--- src/rtl/button_encoder_if.sv ---
// Button-side bus of button_encoder: raw buttons in, debounced levels and encoded press events out.
// The master modport is the encoder; the slave modport is the board/consumer side.
interface button_encoder_if;
    logic [3:0] btn;
    logic [3:0] pressed;
    logic [1:0] code;
    logic       code_valid;
    logic       repeat_evt;
    logic       collision;

    modport master (
        input  btn,
        output pressed,
        output code,
        output code_valid,
        output repeat_evt,
        output collision
    );

    modport slave (
        output btn,
        input  pressed,
        input  code,
        input  code_valid,
        input  repeat_evt,
        input  collision
    );
endinterface

--- src/rtl/button_encoder.sv ---
// Sync + debounce four buttons and encode each new press as a 2-bit index strobe; AUTO_REPEAT_EN adds hold auto-repeat.
// Latency: code_valid DEBOUNCE_CYCLES+2 edges after the first edge that samples a steady new level.
// No backpressure: code_valid is a one-cycle strobe and code holds until the next event.
module button_encoder #(
    parameter int DEBOUNCE_CYCLES = 250000,
    parameter int CNT_W           = 24,
    parameter int REPEAT_DELAY    = 12500000,
    parameter int REPEAT_PERIOD   = 5000000
) (
    input  logic             clk,
    input  logic             reset,
    button_encoder_if.master bus
);
    localparam logic [CNT_W-1:0] DB_LAST = CNT_W'(DEBOUNCE_CYCLES - 1);
    localparam logic [CNT_W-1:0] CNT_ONE = CNT_W'(1);

    logic [3:0]       r_s1;
    logic [3:0]       r_s2;
    logic [3:0]       r_pressed;
    logic [3:0]       r_pressed_d;
    logic [CNT_W-1:0] r_db_cnt [4];
    logic [1:0]       r_code;
    logic             r_code_valid;
    logic             r_repeat_evt;
    logic             r_collision;

    logic [3:0]       w_rise;
    logic [1:0]       w_rise_idx;
    logic             w_multi;
    logic             w_rpt_fire;
    logic [1:0]       w_rpt_idx;

    // A level flips only after DEBOUNCE_CYCLES consecutive disagreeing samples.
    always_ff @(posedge clk) begin
        if (reset) begin
            r_s1        <= '0;
            r_s2        <= '0;
            r_pressed   <= '0;
            r_pressed_d <= '0;
            for (int i = 0; i < 4; i++) begin
                r_db_cnt[i] <= '0;
            end
        end else begin
            r_s1        <= bus.btn;
            r_s2        <= r_s1;
            r_pressed_d <= r_pressed;
            for (int i = 0; i < 4; i++) begin
                if (r_s2[i] == r_pressed[i]) begin
                    r_db_cnt[i] <= '0;
                end else if (r_db_cnt[i] < DB_LAST) begin
                    r_db_cnt[i] <= r_db_cnt[i] + CNT_ONE;
                end else begin
                    r_pressed[i] <= ~r_pressed[i];
                    r_db_cnt[i]  <= '0;
                end
            end
        end
    end

    assign w_rise  = r_pressed & ~r_pressed_d;
    assign w_multi = (w_rise & (w_rise - 4'd1)) != 4'd0;

    always_comb begin
        w_rise_idx = 2'd0;
        for (int i = 3; i >= 0; i--) begin
            if (w_rise[i]) begin
                w_rise_idx = 2'(i);
            end
        end
    end

`ifdef AUTO_REPEAT_EN
    typedef enum logic [1:0] {RPT_IDLE, RPT_DELAY, RPT_REPEAT} rpt_state_t;

    localparam logic [CNT_W-1:0] RD_LAST = CNT_W'(REPEAT_DELAY - 1);
    localparam logic [CNT_W-1:0] RP_LAST = CNT_W'(REPEAT_PERIOD - 1);

    rpt_state_t       r_rpt_state;
    rpt_state_t       w_rpt_state_nxt;
    logic [CNT_W-1:0] r_rpt_cnt;
    logic [CNT_W-1:0] w_rpt_cnt_nxt;
    logic [1:0]       r_rpt_idx;
    logic [1:0]       w_rpt_idx_nxt;

    always_ff @(posedge clk) begin
        if (reset) begin
            r_rpt_state <= RPT_IDLE;
            r_rpt_cnt   <= '0;
            r_rpt_idx   <= '0;
        end else begin
            r_rpt_state <= w_rpt_state_nxt;
            r_rpt_cnt   <= w_rpt_cnt_nxt;
            r_rpt_idx   <= w_rpt_idx_nxt;
        end
    end

    // A fresh press always wins over a repeat due on the same edge.
    always_comb begin
        w_rpt_state_nxt = r_rpt_state;
        w_rpt_cnt_nxt   = r_rpt_cnt;
        w_rpt_idx_nxt   = r_rpt_idx;
        w_rpt_fire      = 1'b0;
        if (w_rise != 4'd0) begin
            w_rpt_state_nxt = RPT_DELAY;
            w_rpt_cnt_nxt   = '0;
            w_rpt_idx_nxt   = w_rise_idx;
        end else begin
            case (r_rpt_state)
                RPT_DELAY, RPT_REPEAT: begin
                    if (!r_pressed[r_rpt_idx]) begin
                        w_rpt_state_nxt = RPT_IDLE;
                        w_rpt_cnt_nxt   = '0;
                    end else if (r_rpt_cnt == ((r_rpt_state == RPT_DELAY) ? RD_LAST : RP_LAST)) begin
                        w_rpt_fire      = 1'b1;
                        w_rpt_state_nxt = RPT_REPEAT;
                        w_rpt_cnt_nxt   = '0;
                    end else begin
                        w_rpt_cnt_nxt   = r_rpt_cnt + CNT_ONE;
                    end
                end
                default: begin
                    w_rpt_state_nxt = RPT_IDLE;
                end
            endcase
        end
    end

    assign w_rpt_idx = r_rpt_idx;
`else
    assign w_rpt_fire = 1'b0;
    assign w_rpt_idx  = 2'd0;
`endif

    always_ff @(posedge clk) begin
        if (reset) begin
            r_code       <= '0;
            r_code_valid <= 1'b0;
            r_repeat_evt <= 1'b0;
            r_collision  <= 1'b0;
        end else begin
            r_code_valid <= 1'b0;
            r_repeat_evt <= 1'b0;
            r_collision  <= 1'b0;
            if (w_rise != 4'd0) begin
                r_code_valid <= 1'b1;
                r_code       <= w_rise_idx;
                r_collision  <= w_multi;
            end else if (w_rpt_fire) begin
                r_code_valid <= 1'b1;
                r_repeat_evt <= 1'b1;
                r_code       <= w_rpt_idx;
            end
        end
    end

    assign bus.pressed    = r_pressed;
    assign bus.code       = r_code;
    assign bus.code_valid = r_code_valid;
    assign bus.repeat_evt = r_repeat_evt;
    assign bus.collision  = r_collision;
endmodule

--- src/flat_wrapper.sv ---
// flat-port wrapper written by rule: the top's interface ports become plain ports
module button_encoder_flat 
#(
    parameter int DEBOUNCE_CYCLES = 250000,
    parameter int CNT_W           = 24,
    parameter int REPEAT_DELAY    = 12500000,
    parameter int REPEAT_PERIOD   = 5000000
)
  (clk, reset, bus_btn, bus_pressed, bus_code, bus_code_valid, bus_repeat_evt, bus_collision);
  button_encoder_if bus_i ();
  input  logic clk;
  input  logic reset;
  input wire logic [$bits(bus_i.btn)-1:0] bus_btn;
  output wire logic [$bits(bus_i.pressed)-1:0] bus_pressed;
  output wire logic [$bits(bus_i.code)-1:0] bus_code;
  output wire logic [$bits(bus_i.code_valid)-1:0] bus_code_valid;
  output wire logic [$bits(bus_i.repeat_evt)-1:0] bus_repeat_evt;
  output wire logic [$bits(bus_i.collision)-1:0] bus_collision;
  assign bus_i.btn = bus_btn;
  assign bus_pressed = bus_i.pressed;
  assign bus_code = bus_i.code;
  assign bus_code_valid = bus_i.code_valid;
  assign bus_repeat_evt = bus_i.repeat_evt;
  assign bus_collision = bus_i.collision;
  button_encoder #(.DEBOUNCE_CYCLES(DEBOUNCE_CYCLES), .CNT_W(CNT_W), .REPEAT_DELAY(REPEAT_DELAY), .REPEAT_PERIOD(REPEAT_PERIOD)) u_core (.clk(clk), .reset(reset), .bus(bus_i));
endmodule
--- config.mk ---
export PLATFORM = sky130hd
export DESIGN_NAME = button_encoder_flat
export DESIGN_NICKNAME = d
export VERILOG_FILES = /design/src/rtl/button_encoder_if.sv /design/src/rtl/button_encoder.sv /design/src/flat_wrapper.sv
export SDC_FILE = /design/constraint.sdc
export NUM_CORES = 1
export LEC_CHECK = 0
export CORE_AREA = 2 2 101 103
export DETAILED_ROUTE_END_ITERATION = 10
export DIE_AREA = 0 0 103 105
export DONT_BUFFER_PORTS = 1
export MAX_ROUTING_LAYER = met4
export PLACE_DENSITY = 0.73
export SKIP_LAST_GASP = 1
export SLEW_MARGIN = 30
export SYNTH_ARGS = -nofsm -noshare
export SYNTH_HDL_FRONTEND = slang
export SYNTH_SLANG_ARGS = --single-unit
--- constraint.sdc ---
create_clock -name clk -period 1.75 [get_ports clk]
set_input_delay 0.175 -clock clk [delete_from_list [all_inputs] [get_ports clk]]
set_output_delay 0.175 -clock clk [all_outputs]
set_load 0.01 [all_outputs]
======== Word-level counts from Yosys, hierarchy flattened ========
Memory sizes are Yosys's and may differ from the RTL's.
Index checks and enable logic that the tools add are counted.
storage, ports and cells
  bits in registers ....................... 20
  bits in latches ......................... 0
  RAM bits ................................ 96
  bits in read-only memories .............. 0
  output and inout port bits .............. 9
  logic and storage cells ................. 122
  memories ................................ 1
operators by class
  $add $sub $neg .......................... 5
  $mul .................................... 0
  div/mod/pow operators ................... 0
  $lt $le $gt $ge ......................... 4
  eq/ne operators ......................... 4
  shift-type cells ........................ 0
  muxes and demuxes ....................... 63
  bitwise gates (word level) .............. 28
  reduce and logical (&&, ||, !) cells .... 7
memories
  memory           depth  bits a word  read ports  clocked after Yosys merged registers in  write ports  line                  RTL
  u_core.r_db_cnt  4      24           4           0                                        4            button_encoder.sv:21  logic [CNT_W-1:0] r_db_cnt [4];
operator list
  cell                                                   count
  two-way mux 24 bit                                     12
  adder 24 x 1 -> 24 bit (second input constant)         4
  < comparator 24 x 18 -> 1 bit (second input constant)  4
  two-way mux 1 bit                                      47
  inverter 1 bit                                         13
  bitwise OR 1 bit                                       12
  AND 4 bit                                              2
  two-way mux 2 bit                                      4
  AND reduction 2 bit                                    4
  nonzero test 4 bit                                     2
  == test 1 bit                                          4
  inverter 4 bit                                         1
  subtractor 4 x 1 -> 4 bit (second input constant)      1
  OR reduction 2 bit                                     1

======== Depth between registers and ports, before layout ========
An unclocked memory read counts as a cell.
  depth in word-level cells ............... 8
  depth in mapped cells ................... 7

======== Worst setup path before layout ========
Ideal clock, no wire load.
  path kind ............................... reg2reg
  start point ............................. mem u_core.r_db_cnt[0][0]
  end point ............................... mem u_core.r_db_cnt[0][10], data pin
  setup time .............................. 0.138 ns
  data arrival time ....................... 1.698 ns
  required time ........................... 1.612 ns
  slack ................................... -0.086 ns
  stages on the path, launching flop included .. 8
  buffers on the path ..................... 1
  clock period less this slack ............ 1.836 ns
  cell sequence ........................... edfxtp_1 ha_1 and3_1 o41a_1 o21bai_2 nand2_2 buf_6 nor2_1
RTL lines
  item                line
  start: declaration  button_encoder.sv:21

==> impl_metrics.tcl <==
set metrics [dict create \
    switching_power_w 0.00144 \
    hold_viol 0 \
    seq_power_share 0.481 \
    seq_area_frac_synth 0.612 \
    power.internal_w 0.00527 \
    synth_cells 461 \
    synth_edf_count 96 \
    gr-total-overflow 0 \
    clock_latency_ps 530 \
    ant_nets 0 \
    setup_ws_ps -99.3 \
    core_area_um2 9640 \
    synthFlopType "edfxtp_1" \
    reg2reg_from "u_core.r_db_cnt[1][1]" \
    diodes 0 \
    layout_commonest_cell "conb_1" \
    ios 15 \
    cts_buffers 17 \
    areaGrowthSynthToFinish_pct 43.1 \
    dieArea_um2 10800 \
    crit_end "u_core.r_db_cnt[1][6]" \
    clockPowerShare 0.477 \
    ctsHtreeMaxLevel 4 \
    tritoncts "built" \
    dpl.hpwl_mm 6.56 \
    grt_pass1_vias 3747 \
    drive_gt1_frac 0.271 \
    required_ps 2140 \
    wl_per_cell_um 15.4 \
    regToRegEndpoint "u_core.r_db_cnt[1][6]" \
    worstSetupStartpointType "register" \
    final.setup.tns_ps -2410 \
    slew-limit-headroom 0.574 \
    status "finished with violations" \
    r2r_cells 7 \
    startpoint "u_core.r_db_cnt[1][1]" \
    swShare 0.215 \
    row_count 36 \
    path_max_fanout 8 \
    antenna_found_initial 0 \
    max_freq_ghz 0.541 \
    synth_cell_types 46 \
    powerDensity_nw_per_um2 873 \
    syn_area_um2 5370 \
    grt_max_degree 18 \
    cts_root_buf "clkbuf_8" \
    power_frac_comb 0.042 \
    drc 0 \
    endpoint_kind "register" \
    finalWirelength_mm 12.4 \
    vias 4047 \
    place_area_um2 6210 \
    routabilityCongestion 0.867 \
    hold_class "in -> reg" \
    via_per_inst 5.00 \
    grt_pass1_wl_mm 16.5 \
    post-route-period-util 1.06 \
    cts_buffer_depth 2 \
    fin_crit_ps 1850 \
    fp.dieH_um 105 \
    start_util 0.557 \
    worst_hold_slack_ps 70.7 \
    drt_iter0_drc 157 \
    die_x_um 103 \
    async_reset_ff_frac 0 \
    synth.avg_cell_area_um2 11.6 \
    tightest_slew_ps 636 \
    ys_warn_count 0 \
    track_usage 0.204 \
    setup_viol 50 \
    stdcell_area_um2 7680 \
    layout_common_cells "121 x conb_1, 96 x edfxtp_1, 48 x buf_4" \
    rrSetupSlack_ps -100 \
    cp_data_arrival_time_ps 2240 \
    clk_pin_slew_worst_paths_ps 60 \
    violations "setup timing" \
    ys_seq_elements 116 \
    drv_cap 0 \
    ir_drop_mv 0.720 \
    fin_skew_ps 11.7 \
    drt_pass1_iterations 4 \
    clock_sinks 116 \
    drv_slew 0 \
    rsz0062_at_grt "yes" \
    critPathKind "reg -> reg" \
    portBuffers 0 \
    nets 674 \
    p_leak_nw 2.86 \
]
-- kinds of logic (layout without fill, tap and decap cells) --
family	count (synthesis)	after routing	share of synthesized area
adders and majority gates	4	4	0.00933
AOI/OAI and AO/OA	22	22	0.0315
xor gates and xnor gates	67	67	0.109
and+or+nand+nor	238	243	0.224
DFF	116	116	0.612
other	2	121	0.00140
buffers and inverters	12	103	0.0124
-- worst min path at each step --
stage | from | end | cells after the start
2_1_floorplan | reset | u_core.r_pressed_d[0] | 1
3_3_place_gp | reset | u_core.r_s2[3] | 1
3_5_place_dp | reset | u_core.r_s2[3] | 1
4_1_cts | reset | u_core.r_db_cnt[0][1] | 2
5_1_grt | reset | u_core.r_db_cnt[0][0] | 3
6_report | reset | u_core.r_db_cnt[0][0] | 3
-- repair_timing --
action	4_1_cts	5_1_grt
hold endpoints to repair	20	5
pin swaps	3	44
hold buffers	10	1
cloned	0	6
endpoints found under the setup margin	46	74
gates resized for setup	6	114
buffers inserted	4	19
-- cell usage after synthesis, types with 2 or more instances --
cell | count | share of area
inv_1 | 3 | 0.0021
clkbuf_1 | 4 | 0.0028
edfxtp_1 | 96 | 0.54
nand4_1 | 14 | 0.016
conb_1 | 2 | 0.0014
nand2_2 | 2 | 0.0023
o41ai_1 | 2 | 0.0033
nor3_1 | 12 | 0.011
and2_1 | 3 | 0.0035
xnor2_1 | 32 | 0.052
o211ai_1 | 3 | 0.0042
buf_6 | 2 | 0.0042
xor2_1 | 35 | 0.057
dfxtp_1 | 20 | 0.075
buf_2 | 2 | 0.0019
nor3b_2 | 2 | 0.0047
a21bo_2 | 2 | 0.0037
and4_1 | 3 | 0.0049
nor2b_1 | 15 | 0.017
nor4_1 | 7 | 0.0082
a21oi_1 | 7 | 0.0065
nand2b_1 | 5 | 0.0058
nand2_1 | 30 | 0.021
nor4_2 | 3 | 0.0070
and3_1 | 17 | 0.020
nor2_1 | 91 | 0.064
ha_1 | 4 | 0.0093
nand3_1 | 25 | 0.023
-- critical path: stages (launching register included) --
cell and delay (ps):
edfxtp_1 420, ha_2 220, and3_4 200, o41ai_4 260, a31o_4 250, buf_12 140
nand2_8 100, nor2_2 120
-- power groups by stage --
stage | Combinational (W) | Clock (W) | Sequential [W]
floorplan | 0.000146 | 0 | 0.00324
global placement | 0.000189 | 0 | 0.00325
detailed placement | 0.000192 | 0 | 0.00326
CTS | 0.000218 | 0.00324 | 0.00320
global route | 0.000313 | 0.00338 | 0.00323
finish | 0.000283 | 0.00320 | 0.00322
-- state kept, by name (all words and copies together), names as in the netlist --
name and count:
u_core.r_s1 4, u_core.bus.code_valid 1, u_core.bus.collision 1, u_core.r_s2 4
u_core.r_pressed_d 4, u_core.bus.pressed 4, u_core.bus.code 2, u_core.r_db_cnt 96
-- metal layers --
layer,track usage,up-vias,wire (um)
li1,-,1951,-
met1,0.230,1969,4770
met2,0.333,96,6870
met3,0.0669,31,486
met4,0.0818,0,316
met5,-,-,0
-- per-stage QoR --
stage | setup WS [ps] | util | total power, W | cells
6_report | -99.3 | 0.797 | 0.00671 | 809
5_1_grt | -163 | 0.797 | 0.00693 | 809
4_1_cts | -24.3 | 0.719 | 0.00666 | 783
3_5_place_dp | -162 | 0.644 | 0.00345 | 738
3_3_place_gp | -46.4 | 0.644 | 0.00344 | 738
2_1_floorplan | -36.6 | - | 0.00339 | 580
-- layout make-up --
| class | instances | area (um^2) |
|---|---|---|
| clock inverters | 11 | 111 |
| multi-input cells | 457 | 3060 |
| fillers | 560 | 1960 |
| repair buffers | 69 | 609 |
| well taps | 133 | 166 |
| clock buffers | 20 | 435 |
| flip-flops and latches | 116 | 3280 |
| inverters | 3 | 11.3 |
Note: power is estimated with default switching activity, not from simulation.
